`config.mk`:
```
export PLATFORM = sky130hd
export DESIGN_NAME = round_robin_arbiter_flat
export DESIGN_NICKNAME = d
export VERILOG_FILES = /design/src/rtl/round_robin_arbiter_if.sv /design/src/rtl/round_robin_arbiter.sv /design/src/flat_wrapper.sv
export SDC_FILE = /design/constraint.sdc
export NUM_CORES = 1
export LEC_CHECK = 0
export BUFFER_PORTS_ARGS = -buffer_cell sky130_fd_sc_hd__buf_4
export CORE_UTILIZATION = 32
export CTS_CLUSTER_SIZE = 28
export DETAILED_ROUTE_END_ITERATION = 8
export PLACE_DENSITY = 0.62
export SYNTH_ARGS = -nofsm -noshare
export SYNTH_HDL_FRONTEND = slang
export SYNTH_SLANG_ARGS = --single-unit
```
`constraint.sdc`:
```
create_clock -name clk -period 2.3 [get_ports clk]
set_input_delay 0.23 -clock clk [delete_from_list [all_inputs] [get_ports clk]]
set_output_delay 0.23 -clock clk [all_outputs]
set_load 0.01 [all_outputs]
```
`src/rtl/round_robin_arbiter_if.sv`:
```
// round_robin_arbiter_if: request/grant bundle between four requesters and the arbiter.
// Latency: none (wires only); grant timing is set by the arbiter.
// Backpressure: a requester holds its grant by keeping its req high.
//
// Signals:
//   req_a..req_d  requester -> arbiter, level requests
//   gnt_a..gnt_d  arbiter -> requester, registered one-hot grants
//   gnt_valid     arbiter -> requester, OR of the grants
//   gnt_id        arbiter -> requester, index of current/last owner (a=0..d=3)
//   timeout       arbiter -> requester, one-cycle pulse on a forced handoff
// Modports: master = requester side, slave = arbiter side.
interface round_robin_arbiter_if;
    logic       req_a;
    logic       req_b;
    logic       req_c;
    logic       req_d;
    logic       gnt_a;
    logic       gnt_b;
    logic       gnt_c;
    logic       gnt_d;
    logic       gnt_valid;
    logic [1:0] gnt_id;
    logic       timeout;

    modport master (
        output req_a, req_b, req_c, req_d,
        input  gnt_a, gnt_b, gnt_c, gnt_d, gnt_valid, gnt_id, timeout
    );

    modport slave (
        input  req_a, req_b, req_c, req_d,
        output gnt_a, gnt_b, gnt_c, gnt_d, gnt_valid, gnt_id, timeout
    );
endinterface

```
`src/rtl/round_robin_arbiter.sv`:
```
// round_robin_arbiter: 4-way round-robin arbiter for one shared resource.
// Latency: a req sampled high at edge N shows its registered grant right after edge N.
// Backpressure: the owner keeps the grant while its req stays high (optionally capped).
//
// Ports:
//   clk       single clock, all state updates on its rising edge
//   rst       synchronous active-high reset
//   bus       round_robin_arbiter_if.slave (req_a..d in; gnt_a..d, gnt_valid,
//             gnt_id, timeout out)
// Parameter MAX_HOLD (1..255): consecutive grant cycles before a forced handoff.
// Optional feature macro RR_ARB_TIMEOUT_EN: enables the hold counter, forced
// handoff and the timeout pulse. Undefined: owner holds indefinitely, timeout = 0.
module round_robin_arbiter #(
    parameter int MAX_HOLD = 8
) (
    input  logic                 clk,
    input  logic                 rst,
    round_robin_arbiter_if.slave bus
);

    if (MAX_HOLD < 1 || MAX_HOLD > 255) begin : g_max_hold_range
        $error("round_robin_arbiter: MAX_HOLD must be in 1..255");
    end

    typedef enum logic {
        IDLE = 1'b0,
        OWN  = 1'b1
    } state_t;

    state_t     state;
    logic [3:0] gnt_vec;     // registered one-hot grant, bit 0 = a
    logic [1:0] owner_id;    // current owner, or last owner while IDLE

    logic [3:0] req_vec;
    logic [3:0] cand_vec;    // requests eligible for the circular search
    logic       owner_req;
    logic       pick_vld;
    logic [1:0] pick_id;

`ifdef RR_ARB_TIMEOUT_EN
    localparam logic [7:0] HOLD_LIMIT = 8'(MAX_HOLD);

    // Counts cycles the current owner has held the grant, including the
    // current one, so an owner gets exactly MAX_HOLD cycles before a forced
    // handoff. A new grant therefore restarts the count at 1.
    logic [7:0] hold_cnt;
    logic       timeout_q;
`endif

    function automatic logic [3:0] id_to_onehot(input logic [1:0] id);
        return 4'b0001 << id;
    endfunction

    assign req_vec   = {bus.req_d, bus.req_c, bus.req_b, bus.req_a};
    assign owner_req = req_vec[owner_id];

    // While a grant is owned the owner never competes: either it released
    // (req low) or it is being forced off, and in both cases it must not win
    // the search. In IDLE the last owner is simply the lowest priority.
    always_comb begin
        cand_vec = req_vec;
        if (state == OWN) begin
            cand_vec[owner_id] = 1'b0;
        end
    end

    // Circular search starting one past the current/last owner; offset 4
    // wraps back to the owner itself, which only matters in IDLE.
    always_comb begin
        pick_vld = 1'b0;
        pick_id  = owner_id;
        for (int k = 1; k <= 4; k++) begin
            if (!pick_vld && cand_vec[owner_id + 2'(k)]) begin
                pick_vld = 1'b1;
                pick_id  = owner_id + 2'(k);
            end
        end
    end

    always_ff @(posedge clk) begin
        if (rst) begin
            state    <= IDLE;
            gnt_vec  <= '0;
            // Last owner = d makes a the first candidate after reset.
            owner_id <= 2'd3;
`ifdef RR_ARB_TIMEOUT_EN
            hold_cnt  <= '0;
            timeout_q <= 1'b0;
`endif
        end else begin
`ifdef RR_ARB_TIMEOUT_EN
            timeout_q <= 1'b0;
`endif
            case (state)
                IDLE: begin
                    if (pick_vld) begin
                        state    <= OWN;
                        gnt_vec  <= id_to_onehot(pick_id);
                        owner_id <= pick_id;
`ifdef RR_ARB_TIMEOUT_EN
                        hold_cnt <= 8'd1;
`endif
                    end
                end

                OWN: begin
                    if (!owner_req) begin
                        if (pick_vld) begin
                            // Direct handoff, no idle bubble.
                            gnt_vec  <= id_to_onehot(pick_id);
                            owner_id <= pick_id;
`ifdef RR_ARB_TIMEOUT_EN
                            hold_cnt <= 8'd1;
`endif
                        end else begin
                            state   <= IDLE;
                            gnt_vec <= '0;
                        end
                    end
`ifdef RR_ARB_TIMEOUT_EN
                    else if (hold_cnt == HOLD_LIMIT) begin
                        // Hold budget used up: hand off only if someone else
                        // is waiting, otherwise keep the grant and stay
                        // saturated.
                        if (pick_vld) begin
                            gnt_vec   <= id_to_onehot(pick_id);
                            owner_id  <= pick_id;
                            hold_cnt  <= 8'd1;
                            timeout_q <= 1'b1;
                        end
                    end else begin
                        hold_cnt <= hold_cnt + 8'd1;
                    end
`endif
                end

                default: begin
                    state   <= IDLE;
                    gnt_vec <= '0;
                end
            endcase
        end
    end

    assign bus.gnt_a     = gnt_vec[0];
    assign bus.gnt_b     = gnt_vec[1];
    assign bus.gnt_c     = gnt_vec[2];
    assign bus.gnt_d     = gnt_vec[3];
    assign bus.gnt_valid = |gnt_vec;
    assign bus.gnt_id    = owner_id;

`ifdef RR_ARB_TIMEOUT_EN
    assign bus.timeout = timeout_q;
`else
    assign bus.timeout = 1'b0;
`endif

endmodule

```
`src/flat_wrapper.sv`:
```
// flat-port wrapper written by rule: the top's interface ports become plain ports
module round_robin_arbiter_flat 
#(
    parameter int MAX_HOLD = 8
)
  (clk, rst, bus_req_a, bus_req_b, bus_req_c, bus_req_d, bus_gnt_a, bus_gnt_b, bus_gnt_c, bus_gnt_d, bus_gnt_valid, bus_gnt_id, bus_timeout);
  round_robin_arbiter_if bus_i ();
  input  logic clk;
  input  logic rst;
  input wire logic [$bits(bus_i.req_a)-1:0] bus_req_a;
  input wire logic [$bits(bus_i.req_b)-1:0] bus_req_b;
  input wire logic [$bits(bus_i.req_c)-1:0] bus_req_c;
  input wire logic [$bits(bus_i.req_d)-1:0] bus_req_d;
  output wire logic [$bits(bus_i.gnt_a)-1:0] bus_gnt_a;
  output wire logic [$bits(bus_i.gnt_b)-1:0] bus_gnt_b;
  output wire logic [$bits(bus_i.gnt_c)-1:0] bus_gnt_c;
  output wire logic [$bits(bus_i.gnt_d)-1:0] bus_gnt_d;
  output wire logic [$bits(bus_i.gnt_valid)-1:0] bus_gnt_valid;
  output wire logic [$bits(bus_i.gnt_id)-1:0] bus_gnt_id;
  output wire logic [$bits(bus_i.timeout)-1:0] bus_timeout;
  assign bus_i.req_a = bus_req_a;
  assign bus_i.req_b = bus_req_b;
  assign bus_i.req_c = bus_req_c;
  assign bus_i.req_d = bus_req_d;
  assign bus_gnt_a = bus_i.gnt_a;
  assign bus_gnt_b = bus_i.gnt_b;
  assign bus_gnt_c = bus_i.gnt_c;
  assign bus_gnt_d = bus_i.gnt_d;
  assign bus_gnt_valid = bus_i.gnt_valid;
  assign bus_gnt_id = bus_i.gnt_id;
  assign bus_timeout = bus_i.timeout;
  round_robin_arbiter #(.MAX_HOLD(MAX_HOLD)) u_core (.clk(clk), .rst(rst), .bus(bus_i));
endmodule
```
# Word level (Yosys, flattened, before mapping)

Cells that the tools add are included.
W data, S select, Z words.

Muxes and demuxes: 31
Shift operators: 1
Bitwise gates (word level): 3
Add/subtract/negate cells: 3
$lt $le $gt $ge: 5
Reductions and logical operators: 9
Equal/unequal tests: 2

Operator list:

| kind                  | number |
|---|---|
| $mux W4               | 4 |
| $lt A2 B3 Y1 const B  | 4 |
| $mux W1               | 12 |
| $mux W2               | 6 |
| $bmux W1 S2           | 5 |
| $pmux W4 S2           | 1 |
| $add A2 B2 Y2 const B | 2 |
| $and A4 B4 Y4         | 1 |
| $logic_and A1 B1 Y1   | 4 |
| $not A4 Y4            | 1 |
| $pmux W2 S2           | 1 |
| $reduce_or A4 Y1      | 1 |
| $shl A1 B2 Y4 const A | 1 |
| $logic_not A1 Y1      | 3 |
| $add A2 B1 Y2 const B | 1 |
| $demux W1 S2          | 1 |
| $ge A2 B1 Y1 const B  | 1 |
| $ne A2 B1 Y1 const B  | 1 |
| $ne A2 B2 Y1 const B  | 1 |
| $pmux W1 S2           | 1 |
| $reduce_and A2 Y1     | 1 |
| $not A1 Y1            | 1 |

Register bits: 7

# Logic depth before layout (Yosys ltp)

Word-level depth: 23
Mapped depth: 8
Mapped depth without buffers: 7

# Worst setup path after synthesis

No wires, ideal clock.

Path kind: reg2reg
Start: register u_core.owner_id[0], in the netlist u_core.bus.gnt_id[0]
End: register u_core.gnt_vec[2]
Setup time: 0.117 ns
Cell stages (with the launch flop): 9
Slack: 0.180 ns
Period minus slack after synthesis: 2.120 ns
Arrival: 2.002 ns
Cell sequence: dfxtp_1 > buf_6 > inv_1 > ha_1 > a21bo_1 > mux4_2 > o22ai_2 > xnor2_1 > a32o_1

Word-level cells in the longest chain between the ends: 23
Elaborated cells between the ends (all ways): 43
Classes of those cells: add/sub (3); order compare (2); eq/ne (2); shift (1); mux (25); bitwise (2); reduce/logical (8)

RTL lines:

| item                                                                      | RTL line                   | text |
|---|---|---|
| from (decl)                                                               | round_robin_arbiter.sv:32  | `logic [1:0] owner_id;` |
| from (signal assigned)                                                    | round_robin_arbiter.sv:99  | `owner_id <= pick_id;` |
| from (signal assigned)                                                    | round_robin_arbiter.sv:111 | `owner_id <= pick_id;` |
| $lt A2 B3 Y1 (implied by the code) / $ge A2 B1 Y1 (equally long branches) | round_robin_arbiter.sv:63  | `cand_vec[owner_id] = 1'b0;` |
| $logic_and A1 B1 Y1 (implied by the code)                                 | round_robin_arbiter.sv:63  |  |
| $mux W1 (implied by the code)                                             | round_robin_arbiter.sv:63  |  |
| $demux W1 S2                                                              | n/a                        |  |
| $not A4 Y4 (no line)                                                      | n/a                        |  |
| $and A4 B4 Y4 (no line)                                                   | n/a                        |  |
| $mux W4                                                                   | round_robin_arbiter.sv:62  | `if (state == OWN) begin` |
| $bmux W1 S2                                                               | round_robin_arbiter.sv:73  | `if (!pick_vld && cand_vec[owner_id + 2'(k)]) begin` |
| [... 7 more ...]                                                          | n/a                        |  |
| $mux W1                                                                   | round_robin_arbiter.sv:73  |  |
| $logic_not A1 Y1                                                          | round_robin_arbiter.sv:73  |  |
| $logic_and A1 B1 Y1                                                       | round_robin_arbiter.sv:73  |  |
| $mux W2                                                                   | round_robin_arbiter.sv:73  |  |
| $shl A1 B2 Y4                                                             | round_robin_arbiter.sv:51  | `return 4'b0001 << id;` |
| $mux W4                                                                   | round_robin_arbiter.sv:108 | `if (pick_vld) begin` |
| $mux W4                                                                   | round_robin_arbiter.sv:107 | `if (!owner_req) begin` |
| $pmux W4 S2                                                               | round_robin_arbiter.sv:94  | `case (state)` |
| to (signal assigned)                                                      | round_robin_arbiter.sv:98  | `gnt_vec <= id_to_onehot(pick_id);` |
| to (signal assigned)                                                      | round_robin_arbiter.sv:110 | `gnt_vec <= id_to_onehot(pick_id);` |
| to (decl)                                                                 | round_robin_arbiter.sv:31  | `logic [3:0] gnt_vec;` |

Several ways; a longest one is shown, not always the timed one. The select of a mux whose other input is x is not followed.
A chain may end at the register's enable or synchronous reset.

# Worst setup path in the final report

Start: register u_core.owner_id[1], in the netlist u_core.bus.gnt_id[1]
End: register u_core.gnt_vec[1]

The elaborated chain is that of the path after synthesis.

==> flow_metrics.tcl <==
set metrics [dict create \
    muxShareOfSynthArea_pct 14.00 \
    syn-cell-area_um2 625.6 \
    slew_headroom_pct 66.47 \
    final_common_cell "buf_4" \
    r2r_cells 7 \
    synth_xor_area_share_pct 2.800 \
    cts-buffers-inserted 3 \
    antenna_found_initial 0 \
    path_class "reg -> reg" \
    fmax_mhz 481.4 \
    critPathCapture "u_core.gnt_vec[1]" \
    status "completed" \
    ys_types 29 \
    worst_slack_ps 222.8 \
    p_leak_nw 0.3500 \
    final_layout_size_suffix_gt1_share_pct 34.57 \
    overflow 0 \
    rsz0062_at_grt "no" \
    final_max_slew_viol_count 0 \
    skew_ps 3.569 \
    r2r-end "u_core.gnt_vec[1]" \
    cts_tree "done" \
    track_usage_pct 13.03 \
    syn_to_final_growth_pct 21.40 \
    vias_per_cell 5.302 \
    detail-route-antenna-nets 0 \
    worstMarginPinSlew_ps 502.9 \
    drtPass1Iterations 4 \
    sw_frac_of_total_pct 42.32 \
    maxCapViolCount 0 \
    fin_util_pct 42.60 \
    grt_pass1_vias 447 \
    arrival_ps 2220 \
    p_sw_mw 0.4056 \
    die_w_um 46.22 \
    finalHoldViolCount 0 \
    hpwlAfterDp_mm 1.046 \
    crit_start "u_core.bus.gnt_id[1]" \
    endpoint_kind "flip-flop" \
    power_frac_comb_pct 67.4 \
    final_cell_mix "14 x buf_4, 7 x dfxtp_1, 6 x inv_1, 6 x nor2_1" \
    syn_nets 76 \
    synth-simple-area-share_pct 12.20 \
    p_clk_share_pct 11.4 \
    synth_seq_cells 7 \
    finalSetupViolations 0 \
    finalNonFillerCells 106 \
    fin_crit_ps 2077 \
    worstReg2RegStart "u_core.bus.gnt_id[1]" \
    critPathLaunchType "flip-flop" \
    multi_input_area_um2 432.9 \
    place_area_um2 732.0 \
    syn_area_per_cell_um2 9.479 \
    fin_crit_sh_pct 90.31 \
    power_mw 0.9585 \
    fin_tns_setup_ps 0 \
    htree_levels 1 \
    nNetsFinal 92 \
    n_fill_cell 186 \
    cts_setup_buffers 0 \
    clk_latency_ps 250 \
    seqCellArea_um2 140.1 \
    place_inst 102 \
    die_area_um2 2136 \
    internal-power_mw 0.5528 \
    hold-worst-slack_ps 169.3 \
    initial_core_util_pct 35.09 \
    seq_power_share_pct 21.2 \
    rrSetupSlack_ps 220 \
    die_y_um 46.22 \
    grt_start_max_net_pins 13 \
    io-pin-count 14 \
    drcViolationCount 0 \
    synth_compound_area_share_pct 31.60 \
    routed_wl_mm 1.301 \
    power_density_nw_per_um2 1262 \
    portBuffers 12 \
    synth_cells 66 \
    cts_max_path_buffers 2 \
    drt_iter0_markers 21 \
    clock_tree.root_cell "clkbuf_4" \
    yosysSeqAreaShare_pct 22.40 \
    cts_sinks 7 \
    clkTransAtPathRegs_ps 50 \
    vias 562 \
    cp_max_fo 6 \
    synth_top_family_by_area "compound AO/OA/AOI/OAI gates" \
    worstHoldPathType "in -> reg" \
    postCtsHoldBufs 0 \
    grt_pass1_wl_mm 1.952 \
    ctsResizeCount 0 \
    antennaDiodeCount 0 \
    fin_area_um2 759.5 \
    wire_per_inst_um 12.27 \
    place_ws_ps 231.1 \
    ir_drop_mv 0.5161 \
    required_ps 2440 \
    ys_warn_count 0 \
    rows 15 \
    gp_congestion 0.8029 \
    synthAdderAreaFrac_pct 8.000 \
    core-area_um2 1783 \
]
per-layer routing:
metal  share of wire, %  vias up  GRT usage (%)
met2                 46       13          18.87
li1                   -      278              -
met4                  0        0          3.529
met3                3.4        0          4.706
met5                  0        -              0
met1                 51      271          18.05
synth_stat cells, drive strengths merged:
cell / n / area share (%)
buf: 3 / 4.8
a21boi: 4 / 4.8
conb: 1 / 0.60
or4: 2 / 2.4
o211ai: 1 / 1.2
o31ai: 1 / 1.2
a31o: 1 / 1.4
a21bo: 4 / 6.4
mux2i: 2 / 3.2
a31oi: 1 / 1.0
nand2: 3 / 2.2
dfxtp: 7 / 22
o22ai: 1 / 2.0
a21oi: 2 / 1.6
o21ai: 1 / 1.4
o221ai: 2 / 2.8
a32o: 4 / 6.4
inv: 6 / 3.6
o2bb2ai: 1 / 1.4
mux4: 3 / 11
xnor2: 2 / 2.8
nand2b: 2 / 2.0
nor2: 6 / 3.6
or3: 1 / 1.2
ha: 4 / 8.0
nand3: 1 / 0.80
how the worst min path moves through the flow:
stage	startpoint	end	slack, ps	cells after the start
floorplan	rst	u_core.state	300	1
global placement	rst	u_core.state	420	2
detailed placement	rst	u_core.state	420	2
CTS	rst	u_core.state	160	2
global route	rst	u_core.state	160	2
finish	rst	u_core.state	170	2
critical path: stages (launching register included):
cell and delay (ps):
dfxtp_1 410, inv_1 120, ha_1 230, a21bo_1 220, mux4_2 480, o22ai_2 170
xnor2_1 110, a32o_1 220
layout make-up:
cell class                      count  area share (%)
Clock buffer                        3           2.965
Clock inverter                      1          0.6590
Timing Repair Buffer               14           13.84
Sequential cell                     7           18.45
Multi-Input combinational cell     50           57.00
Inverter                            6           2.965
Tap cell                           25           4.119
power by group through the flow:
stage	Clock (mW)	Sequential, mW	Combinational [mW]
floorplan	0	0.227	0.440
global placement	0	0.204	0.642
detailed placement	0	0.207	0.641
CTS	0.115	0.204	0.644
global route	0.123	0.211	0.705
finish	0.109	0.204	0.646
sequential cells by signal, summed over array words and instances (netlist names):
register and cells:
u_core.bus.gnt_id 2, u_core.gnt_vec 4, u_core.state 1
cells by family after synthesis:
group / Yosys count
compound gates: 23
simple gates: 15
buf+inv: 9
flops: 7
mux: 5
fa+ha+maj: 4
xor+xnor: 2
other cells: 1
(Power assumes the default switching activity.)
